--- src/rtl/rp_reconfig_sequencer.sv ---
// -----------------------------------------------------------------------------
// rp_reconfig_sequencer
// Sequences partial reconfiguration of one reconfigurable partition. It drains
// the partition DMA FIFO, isolates the boundary, triggers the PRC with the
// requested module ID, holds the partition in reset for a fixed window and
// waits for the new module to report active before recoupling.
//
// Ports
//   clk, rst          single clock, synchronous active-high reset
//   req_reconfig      host request (honoured only in IDLE or ERROR)
//   req_id[7:0]       module ID captured with an accepted request
//   rp_fifo_empty     partition DMA FIFO empty
//   rp_active         partition reports active
//   prc_done          PRC load complete pulse
//   prc_error         PRC load failed pulse
//   prc_trigger       one-cycle load trigger to the PRC
//   prc_trigger_id    captured module ID presented with the trigger
//   decouple          boundary isolation enable
//   rst_prc_n         partition reset, active-low
//   busy              high outside IDLE and ERROR
//   status[2:0]       current state encoding
//   err_code[1:0]     00 none, 01 drain timeout, 10 PRC error, 11 active timeout
//   done              one-cycle pulse on successful completion
// -----------------------------------------------------------------------------
module rp_reconfig_sequencer #(
    parameter int unsigned DRAIN_TIMEOUT  = 65536,
    parameter int unsigned RESET_CYCLES   = 16,
    parameter int unsigned ACTIVE_TIMEOUT = 1024
) (
    input  logic       clk,
    input  logic       rst,
    input  logic       req_reconfig,
    input  logic [7:0] req_id,
    input  logic       rp_fifo_empty,
    input  logic       rp_active,
    input  logic       prc_done,
    input  logic       prc_error,
    output logic       prc_trigger,
    output logic [7:0] prc_trigger_id,
    output logic       decouple,
    output logic       rst_prc_n,
    output logic       busy,
    output logic [2:0] status,
    output logic [1:0] err_code,
    output logic       done
);

    localparam int unsigned ID_W      = 8;
    localparam int unsigned MAX_A     = (DRAIN_TIMEOUT > RESET_CYCLES) ? DRAIN_TIMEOUT : RESET_CYCLES;
    localparam int unsigned MAX_P     = (MAX_A > ACTIVE_TIMEOUT) ? MAX_A : ACTIVE_TIMEOUT;
    localparam int unsigned CNT_W     = $clog2(MAX_P) + 1;
    localparam int unsigned RUN_W     = 3;
    localparam int unsigned DRAIN_RUN = 4;

    localparam logic [CNT_W-1:0] CNT_MAX      = {CNT_W{1'b1}};
    localparam logic [CNT_W-1:0] DRAIN_LAST   = CNT_W'(DRAIN_TIMEOUT - 1);
    localparam logic [CNT_W-1:0] DECPL_LAST   = CNT_W'(1);
    localparam logic [CNT_W-1:0] RESET_LAST   = CNT_W'(RESET_CYCLES - 1);
    localparam logic [CNT_W-1:0] ACTIVE_LAST  = CNT_W'(ACTIVE_TIMEOUT - 1);
    localparam logic [RUN_W-1:0] RUN_LAST     = RUN_W'(DRAIN_RUN - 1);

    localparam logic [1:0] ERR_NONE   = 2'b00;
    localparam logic [1:0] ERR_DRAIN  = 2'b01;
    localparam logic [1:0] ERR_PRC    = 2'b10;
    localparam logic [1:0] ERR_ACTIVE = 2'b11;

    typedef enum logic [2:0] {
        S_IDLE        = 3'd0,
        S_DRAIN       = 3'd1,
        S_DECOUPLE    = 3'd2,
        S_LOAD        = 3'd3,
        S_RESET       = 3'd4,
        S_WAIT_ACTIVE = 3'd5,
        S_ERROR       = 3'd6
    } state_e;

    state_e            state_q, state_d;
    logic [CNT_W-1:0]  cnt_q, cnt_d;
    logic [RUN_W-1:0]  run_q, run_d;
    logic [ID_W-1:0]   id_q, id_d;
    logic [1:0]        err_q, err_d;
    logic              trig_q, trig_d;
    logic              decouple_q, decouple_d;
    logic              rst_prc_n_q, rst_prc_n_d;
    logic              busy_q, busy_d;
    logic              done_q, done_d;
    logic              drain_ok;

    // Four consecutive empty samples inside DRAIN: three counted plus this one
    assign drain_ok = (state_q == S_DRAIN) && rp_fifo_empty && (run_q == RUN_LAST);

    // Next-state, counters and registered-output values
    always_comb begin
        state_d = state_q;
        id_d    = id_q;
        err_d   = err_q;

        unique case (state_q)
            S_IDLE: begin
                if (req_reconfig) begin
                    state_d = S_DRAIN;
                    id_d    = req_id;
                    err_d   = ERR_NONE;
                end
            end
            S_DRAIN: begin
                if (drain_ok) begin
                    state_d = S_DECOUPLE;
                end else if (cnt_q == DRAIN_LAST) begin
                    state_d = S_DECOUPLE;
                    err_d   = ERR_DRAIN;
                end
            end
            S_DECOUPLE: begin
                if (cnt_q == DECPL_LAST) begin
                    state_d = S_LOAD;
                end
            end
            S_LOAD: begin
                // A failure report wins over a simultaneous completion
                if (prc_error) begin
                    state_d = S_ERROR;
                    err_d   = ERR_PRC;
                end else if (prc_done) begin
                    state_d = S_RESET;
                end
            end
            S_RESET: begin
                if (cnt_q == RESET_LAST) begin
                    state_d = S_WAIT_ACTIVE;
                end
            end
            S_WAIT_ACTIVE: begin
                if (rp_active) begin
                    state_d = S_IDLE;
                end else if (cnt_q == ACTIVE_LAST) begin
                    state_d = S_ERROR;
                    err_d   = ERR_ACTIVE;
                end
            end
            S_ERROR: begin
                // Partition is already isolated, so the drain is skipped
                if (req_reconfig) begin
                    state_d = S_DECOUPLE;
                    id_d    = req_id;
                    err_d   = ERR_NONE;
                end
            end
            default: begin
                state_d = S_ERROR;
            end
        endcase

        // Dwell counter: cleared on every state entry, saturating otherwise
        if (state_d != state_q) begin
            cnt_d = '0;
        end else if (cnt_q == CNT_MAX) begin
            cnt_d = cnt_q;
        end else begin
            cnt_d = cnt_q + CNT_W'(1);
        end

        // Empty-run counter only advances while draining
        run_d = '0;
        if ((state_q == S_DRAIN) && (state_d == S_DRAIN) && rp_fifo_empty) begin
            run_d = (run_q == RUN_LAST) ? run_q : run_q + RUN_W'(1);
        end

        decouple_d  = !((state_d == S_IDLE) || (state_d == S_DRAIN));
        rst_prc_n_d = (state_d == S_IDLE) || (state_d == S_DRAIN) || (state_d == S_WAIT_ACTIVE);
        busy_d      = !((state_d == S_IDLE) || (state_d == S_ERROR));
        trig_d      = (state_d == S_LOAD) && (state_q != S_LOAD);
        done_d      = (state_q == S_WAIT_ACTIVE) && (state_d == S_IDLE);
    end

    // State and output registers
    always_ff @(posedge clk) begin
        if (rst) begin
            state_q     <= S_RESET;
            cnt_q       <= '0;
            run_q       <= '0;
            id_q        <= '0;
            err_q       <= ERR_NONE;
            trig_q      <= 1'b0;
            decouple_q  <= 1'b1;
            rst_prc_n_q <= 1'b0;
            busy_q      <= 1'b1;
            done_q      <= 1'b0;
        end else begin
            state_q     <= state_d;
            cnt_q       <= cnt_d;
            run_q       <= run_d;
            id_q        <= id_d;
            err_q       <= err_d;
            trig_q      <= trig_d;
            decouple_q  <= decouple_d;
            rst_prc_n_q <= rst_prc_n_d;
            busy_q      <= busy_d;
            done_q      <= done_d;
        end
    end

    assign prc_trigger    = trig_q;
    assign prc_trigger_id = id_q;
    assign decouple       = decouple_q;
    assign rst_prc_n      = rst_prc_n_q;
    assign busy           = busy_q;
    assign status         = 3'(state_q);
    assign err_code       = err_q;
    assign done           = done_q;

endmodule

--- config.mk ---
export PLATFORM = sky130hd
export DESIGN_NAME = rp_reconfig_sequencer
export DESIGN_NICKNAME = d
export VERILOG_FILES = /design/src/rtl/rp_reconfig_sequencer.sv
export SDC_FILE = /design/constraint.sdc
export NUM_CORES = 1
export LEC_CHECK = 0
export ABC_CLOCK_PERIOD_IN_PS = 2600
export BUFFER_PORTS_ARGS = -buffer_cell sky130_fd_sc_hd__buf_2
export CORE_UTILIZATION = 45
export CTS_BUF_LIST = sky130_fd_sc_hd__clkbuf_4 sky130_fd_sc_hd__clkbuf_8 sky130_fd_sc_hd__clkbuf_16
export DETAILED_ROUTE_END_ITERATION = 7
export PLACE_DENSITY = 0.74
export REMOVE_ABC_BUFFERS = 1
export SETUP_SLACK_MARGIN = 0.02
export SLEW_MARGIN = 20
export SYNTH_ARGS = -nofsm -noshare
export SYNTH_HDL_FRONTEND = slang
export SYNTH_SLANG_ARGS = --single-unit
--- constraint.sdc ---
create_clock -name clk -period 2.6 [get_ports clk]
set_clock_uncertainty 0.05 [all_clocks]
set_input_delay 0.26 -clock clk [delete_from_list [all_inputs] [get_ports clk]]
set_output_delay 0.26 -clock clk [all_outputs]
set_load 0.005 [all_outputs]
After elaboration in Yosys (flattened, before gate mapping)
Cells that the tools add are included.
Cells by class
  $add $sub $neg: 2
  equality and inequality tests: 24
  mux-type cells: 18
  bitwise gates (word level): 1
  reduce and logical (&&, ||, !) cells: 19
Operator list (number)
  $mux 3: 10
  $pmux 3 s7: 1
  $add 17x1->17 const B: 1
  $eq 17x1->1 const B: 1
  $eq 17x10->1 const B: 1
  $eq 17x16->1 const B: 1
  $eq 17x17->1 const B: 1
  $eq 17x4->1 const B: 1
  $eq 3x3->1 const B: 5
  $eq 3x2->1 const B: 4
  $mux 2: 6
  $ne 2x2->1 const B: 4
  $pmux 2 s4: 1
  $reduce_and 7->1: 1
  $eq 3x1->1 const B: 2
  $logic_and 1x1->1: 6
  $logic_not 3->1: 2
  $reduce_or 2->1: 3
  $ne 2x1->1 const B: 2
  $reduce_bool 4->1: 1
  $add 3x1->3 const B: 1
  $logic_or 1x1->1: 3
  $ne 3x2->1 const B: 1
  $ne 3x3->1: 1
  other kinds (3): 4
Storage, ports and cells
  flip-flop bits (word level): 38
  bits of input ports: 15
  logic and storage cells: 74

Longest topological paths before layout
  depth in word-level cells: 10
  gate-level depth with buffers: 11
  mapped depth without buffers: 10

Worst setup path before layout
OpenSTA, ideal clock, no wires.
  path type: reg2reg
  from: register cnt_q[0]
  to: register cnt_q[10]
  setup time: 0.117 ns
  data arrival time: 2.341 ns
  data required time: 2.433 ns
  setup slack: 0.091 ns
  stages on the path, launching flop included: 12
  buffers on the path: 1
  path through: dfxtp_1 ha_1 nand3_1 or2_2 nor3_1 ha_1 a211oi_1 a21oi_1 nor2_1 o311ai_2 buf_2 nor2_1
Between the ends
  cells in the longest elaborated chain, start to end: 6
  elaborated cells between the ends (all ways): 15
RTL lines
  start, declared: RTL line 78  | logic [CNT_W-1:0] cnt_q, cnt_d;
  start signal, assigned: RTL line 191  | cnt_q <= cnt_d;
  $eq 17x10->1 / $eq 17x16->1 (equally long branches): RTL line 136, 109
  $mux 3 (on tied branches): RTL line 136, 109
  $mux 3 (on tied branches): RTL line 134, 107
  $pmux 3 s7: RTL line 98  | unique case (state_q)
  $ne 3x3->1: RTL line 155  | if (state_d != state_q) begin
  $reduce_or 2->1 (no source line)
Parallel ways exist; a longest one is shown, timed or not.
A chain may end at the register's enable or synchronous reset.

Worst setup path after layout
  from: register cnt_q[12]
  to: register trig_q (netlist: prc_trigger)
Between the ends
  cells in the longest elaborated chain, start to end: 6
  elaborated cells between the ends (all ways): 13
RTL lines
  $eq 17x10->1 / $eq 17x16->1 (equally long branches): RTL line 136, 109
  $mux 3 (on tied branches): RTL line 136, 109
  $mux 3 (on tied branches): RTL line 134, 107
  $pmux 3 s7 *: RTL line 98
  $eq 3x2->1 *: RTL line 172  | trig_d = (state_d == S_LOAD) && (state_q != S_LOAD);
  $logic_and 1x1->1 *: RTL line 172
  end signal, assigned: RTL line 195  | trig_q <= trig_d;
  end, declared: RTL line 82  | logic trig_q, trig_d;
Every way passes the cells marked *; elsewhere a longest branch is shown, timed or not.

==> results <==
- The die width is ~67 um.
- The overall power consumption is 1050 uW.
- The number of register bits inferred by synthesis is 38.
- The cell class contributing the biggest share of worst-path delay is simple AND/OR/NAND/NOR gates.
- The routed wirelength normalized by instance count is between 10 and 15 um.
- Setup repair after global routing left no endpoint under its margin.
- The overall via count from detail_route is ~1.7k.
- The critical path arrival is 2620 ps.
- The critical path endpoint category is a flop.
- The maximum clock insertion buffer count is 2.
- The final number of max-transition violations was 0.
- In the global route stage, overall resource usage came out at between 20% and 30%.
- For the pin with the worst max-slew slack, the measured transition is roughly 430 ps.
- Once detail routing completed, the nets flagged for antenna violations numbered 0.
- The logic depth of the worst path, buffers included is 5.
- The largest incremental delay on the critical path is approximately 560 ps.
- The fmax is 404 MHz.
- The number of global-route vias before repair came to roughly 1.5k.
- The CTS tree is yes.
- After synthesis, the mean cell area works out to between 8 and 9 um^2.
- Leaving out fill and tap cells, the most frequent cell in the layout is sky130_fd_sc_hd__nor2_1.
- The later-pin clock latency in the skew report is roughly 290 ps.
- The sum of negative setup slack is 0 ps.
- The cell count of the worst reg-to-reg path is 5.
- The max-slew headroom at the worst pin is ~70%.
- Including well taps, the total number of placed cells is approximately 310.
- The number of placed I/O pins is 33.
- The flow ran to the end, and the final reports show no timing, DRC or antenna violations.
- The cell sitting at the root of the clock tree is a sky130_fd_sc_hd__clkbuf_8.
- Measured along the y axis, the die boundary spans about 67 um.
- The first global-routing pass estimated 6.62 mm of wire.
- Clock-pin slew was measured on the worst setup and hold paths at approximately 70 ps.
- The peak fanout along the critical path is 5.
- The area enclosed by the die boundary is between 4000 and 5000 um^2.
- Yosys printed 0 warnings.
- The number of failing setup endpoints in the final timing report is 0.
- The cell type of the slowest stage on the worst timing path is sky130_fd_sc_hd__or4_1.
- The proportion of register bits with asynchronous set or reset after synthesis is 0%.
- Counting flops with a built-in enable in the synthesized netlist gives 0.
- The detailed-routing iteration count for the pre-antenna-repair pass is 4.
- The leakage power figure is between 0.0009 and 0.001 uW.
- In the final layout, the share of cells above drive strength 1 is 24.2%.
- The origin of the critical flop-to-flop path is cnt_q[12].
- The worst-case register-to-register setup slack is around 130 ps.
- The critical path startpoint category is a flop.
- Clock tree synthesis found a total of 38 sinks.
- In this run, post-CTS hold repair placed 0 buffers.
- At the end of the flow, the number of nets in the layout was approximately 290.
- Following the worst setup path forward leads to its endpoint at prc_trigger.
- The worst setup path is of the reg -> reg kind.
- After layout, the minimum clock period comes to 2470 ps.
- The instance count of the mapped netlist is 219.
- Relative to the synthesized area, the layout overhead comes to 22.2%.
- The initial antenna violation count is 0.
- The number of antenna diodes in the final layout is 0.
- In this run the worst setup path begins at cnt_q[12].
- The detailed placement HPWL is about 3 mm.
- The cell area that synthesis handed to floorplanning was approximately 1900 um^2.
- The final layout contains routed wiring with a total length of ~4.1 mm.
- The reg-to-reg endpoint is prc_trigger.
- The count of cell types in the netlist is between 40 and 50.
- The cell row count is 23.
- The sum of overflow across all layers after global routing is 0.
- The most used flip-flop cell after synthesis is sky130_fd_sc_hd__dfxtp_1.
- The type of the most critical hold path is in -> reg.
- The endpoint required time on the critical path is 2740 ps.
- In the finished design, the share of the clock period the worst path needs comes to between 90 and 100%.
- The top cell types in the final layout, fill and taps aside, are sky130_fd_sc_hd__nor2_1 (44), sky130_fd_sc_hd__dfxtp_1 (37), sky130_fd_sc_hd__buf_2 (32).
- The post-synthesis sequential area ratio is 40.6%.
- After the first detailed-routing iteration, the DRC count stood at around 120.
- The remaining routing DRC violations is 0.
- The worst supply voltage drop on vdd is a little over 0.4 mV.
- The pin count of the biggest net entering global routing is 18.
- In this run the post-CTS setup repair buffer count came out at 0.
- After the flow finishes, the layout carries non-filler instances totaling 315.
- In this run the power density over the cells is ~460 nW/um^2.
- The initial core utilization is a little under half.
- The number of clock buffers inserted by TritonCTS is 5.
- The count of final hold-check violations is 0.
- The H-tree generated during clock tree synthesis spans 2 levels.
- The port buffer count is 32.
- The floorplan step defined a core boundary enclosing between 4000 and 5000 um^2.
- The critical path goes through or4_1 > or3_4 > or4_4 > and3_4 > a2111oi_4.
- The critical path contains buffers and inverters numbering 0 combined.
- The final weighted congestion in routability-driven placement is just under 0.9.
- After detailed routing, the number of vias per cell comes to ~5.3.
- Across the run, the number of max-cap violations was 0.
## worst min path at each step
stage	slack [ps]	startpoint	to	cells past startpoint
floorplan	280	rst	prc_trigger_id[0]	1
global placement	400	err_code[1]	err_code[1]	2
detailed placement	400	err_code[1]	err_code[1]	2
CTS	150	req_id[6]	prc_trigger_id[6]	3
global route	160	req_id[6]	prc_trigger_id[6]	3
finish	160	req_id[6]	prc_trigger_id[6]	3
## metal layers
layer  GRT usage, %  vias up  routed length (um)
li1               -      849                   -
met1           24.3      764                1790
met2           34.3       57                1960
met3           4.62        7                 233
met4           9.31        0                  73
met5              0        -                   0
## where the power goes
| group | internal (uW) | switching (uW) |
|---|---|---|
| clock network | 213 | 202 |
| logic | 19.4 | 24.7 |
| registers | 586 | 3.97 |
| total | 819 | 231 |
## per-stage QoR
step | cell area [um^2] | util (%) | hold WS (ps) | setup slack [ps]
final | 2290 | 57.3 | 155 | 127
after global routing | 2290 | 57.3 | 163 | 29.3
after CTS | 2270 | 56.7 | 151 | 95.9
after detailed placement | 2170 | 54.2 | 399 | 36.5
after global placement | 2170 | 54.2 | 397 | 152
after floorplan | 1850 | - | 282 | 7.83
## tightest hold or removal path: cells and delay by family
kind | cells | cell delay [ps]
and+or+nand+nor | 1 | 70
buffers and inverters | 1 | 70
muxes | 1 | 50
## area by class of cell
type | instances | area [um^2]
sequential | 38 | 762
fill | 378 | 1710
inverter | 8 | 30.0
clock buffer | 6 | 82.6
multi-input combinational | 166 | 1080
timing repair buffer | 45 | 258
clock inverter | 2 | 12.5
tap | 50 | 62.6
## synth_stat cells (2+ instances only)
master                      n  area share (%)
sky130_fd_sc_hd__a21oi_1    6             1.6
sky130_fd_sc_hd__xor2_1    10             4.7
sky130_fd_sc_hd__o21ai_0    4             1.1
sky130_fd_sc_hd__or4_1      2            0.80
sky130_fd_sc_hd__a211oi_1   2            0.80
sky130_fd_sc_hd__nor2_1    44             8.8
sky130_fd_sc_hd__nor3_1     5             1.3
sky130_fd_sc_hd__nor3b_1    3             1.2
sky130_fd_sc_hd__nor4_1     3             1.0
sky130_fd_sc_hd__nand3_1    9             2.4
sky130_fd_sc_hd__nand3b_1   2            0.80
sky130_fd_sc_hd__nand4_1    4             1.3
sky130_fd_sc_hd__dfxtp_1   38              41
sky130_fd_sc_hd__nand4b_1   2            0.93
sky130_fd_sc_hd__nor2b_1    2            0.67
sky130_fd_sc_hd__inv_1      8             1.6
sky130_fd_sc_hd__o21a_1     2            0.80
sky130_fd_sc_hd__mux2i_1   10             5.3
sky130_fd_sc_hd__ha_1       6             4.0
sky130_fd_sc_hd__or3_1      6             2.0
sky130_fd_sc_hd__xnor2_1    8             3.7
sky130_fd_sc_hd__and2_1     2            0.67
sky130_fd_sc_hd__clkbuf_1   6             1.2
sky130_fd_sc_hd__nand2b_1   3             1.0
sky130_fd_sc_hd__nand2_1   14             2.8
## flip-flops by register name (all words and copies together) (netlist names), 2 cells and up
| register | flops |
|---|---|
| run_q | 3 |
| err_code | 2 |
| status | 3 |
| cnt_q | 17 |
| prc_trigger_id | 8 |
## kinds of logic (layout without fill, tap and decap cells)
kind of cell             Yosys count  count (layout)  share of synthesized area [%]
AO/OA/AOI/OAI                     25              25                           9.81
XOR/XNOR                          18              18                           8.41
adder cells (fa/ha/maj)            6               6                           4.01
buffers and inverters             15              61                           3.07
flip-flops                        38              38                           40.6
multiplexers                      10              10                           5.34
AND/OR/NAND/NOR                  107             107                           28.8
## repair_timing
item                                    4_1_cts  5_1_grt
gates resized for setup                       1        5
endpoints found under the setup margin        1        1
pin swaps                                     0        0
No activity file was read; power rests on OpenSTA's default activity.
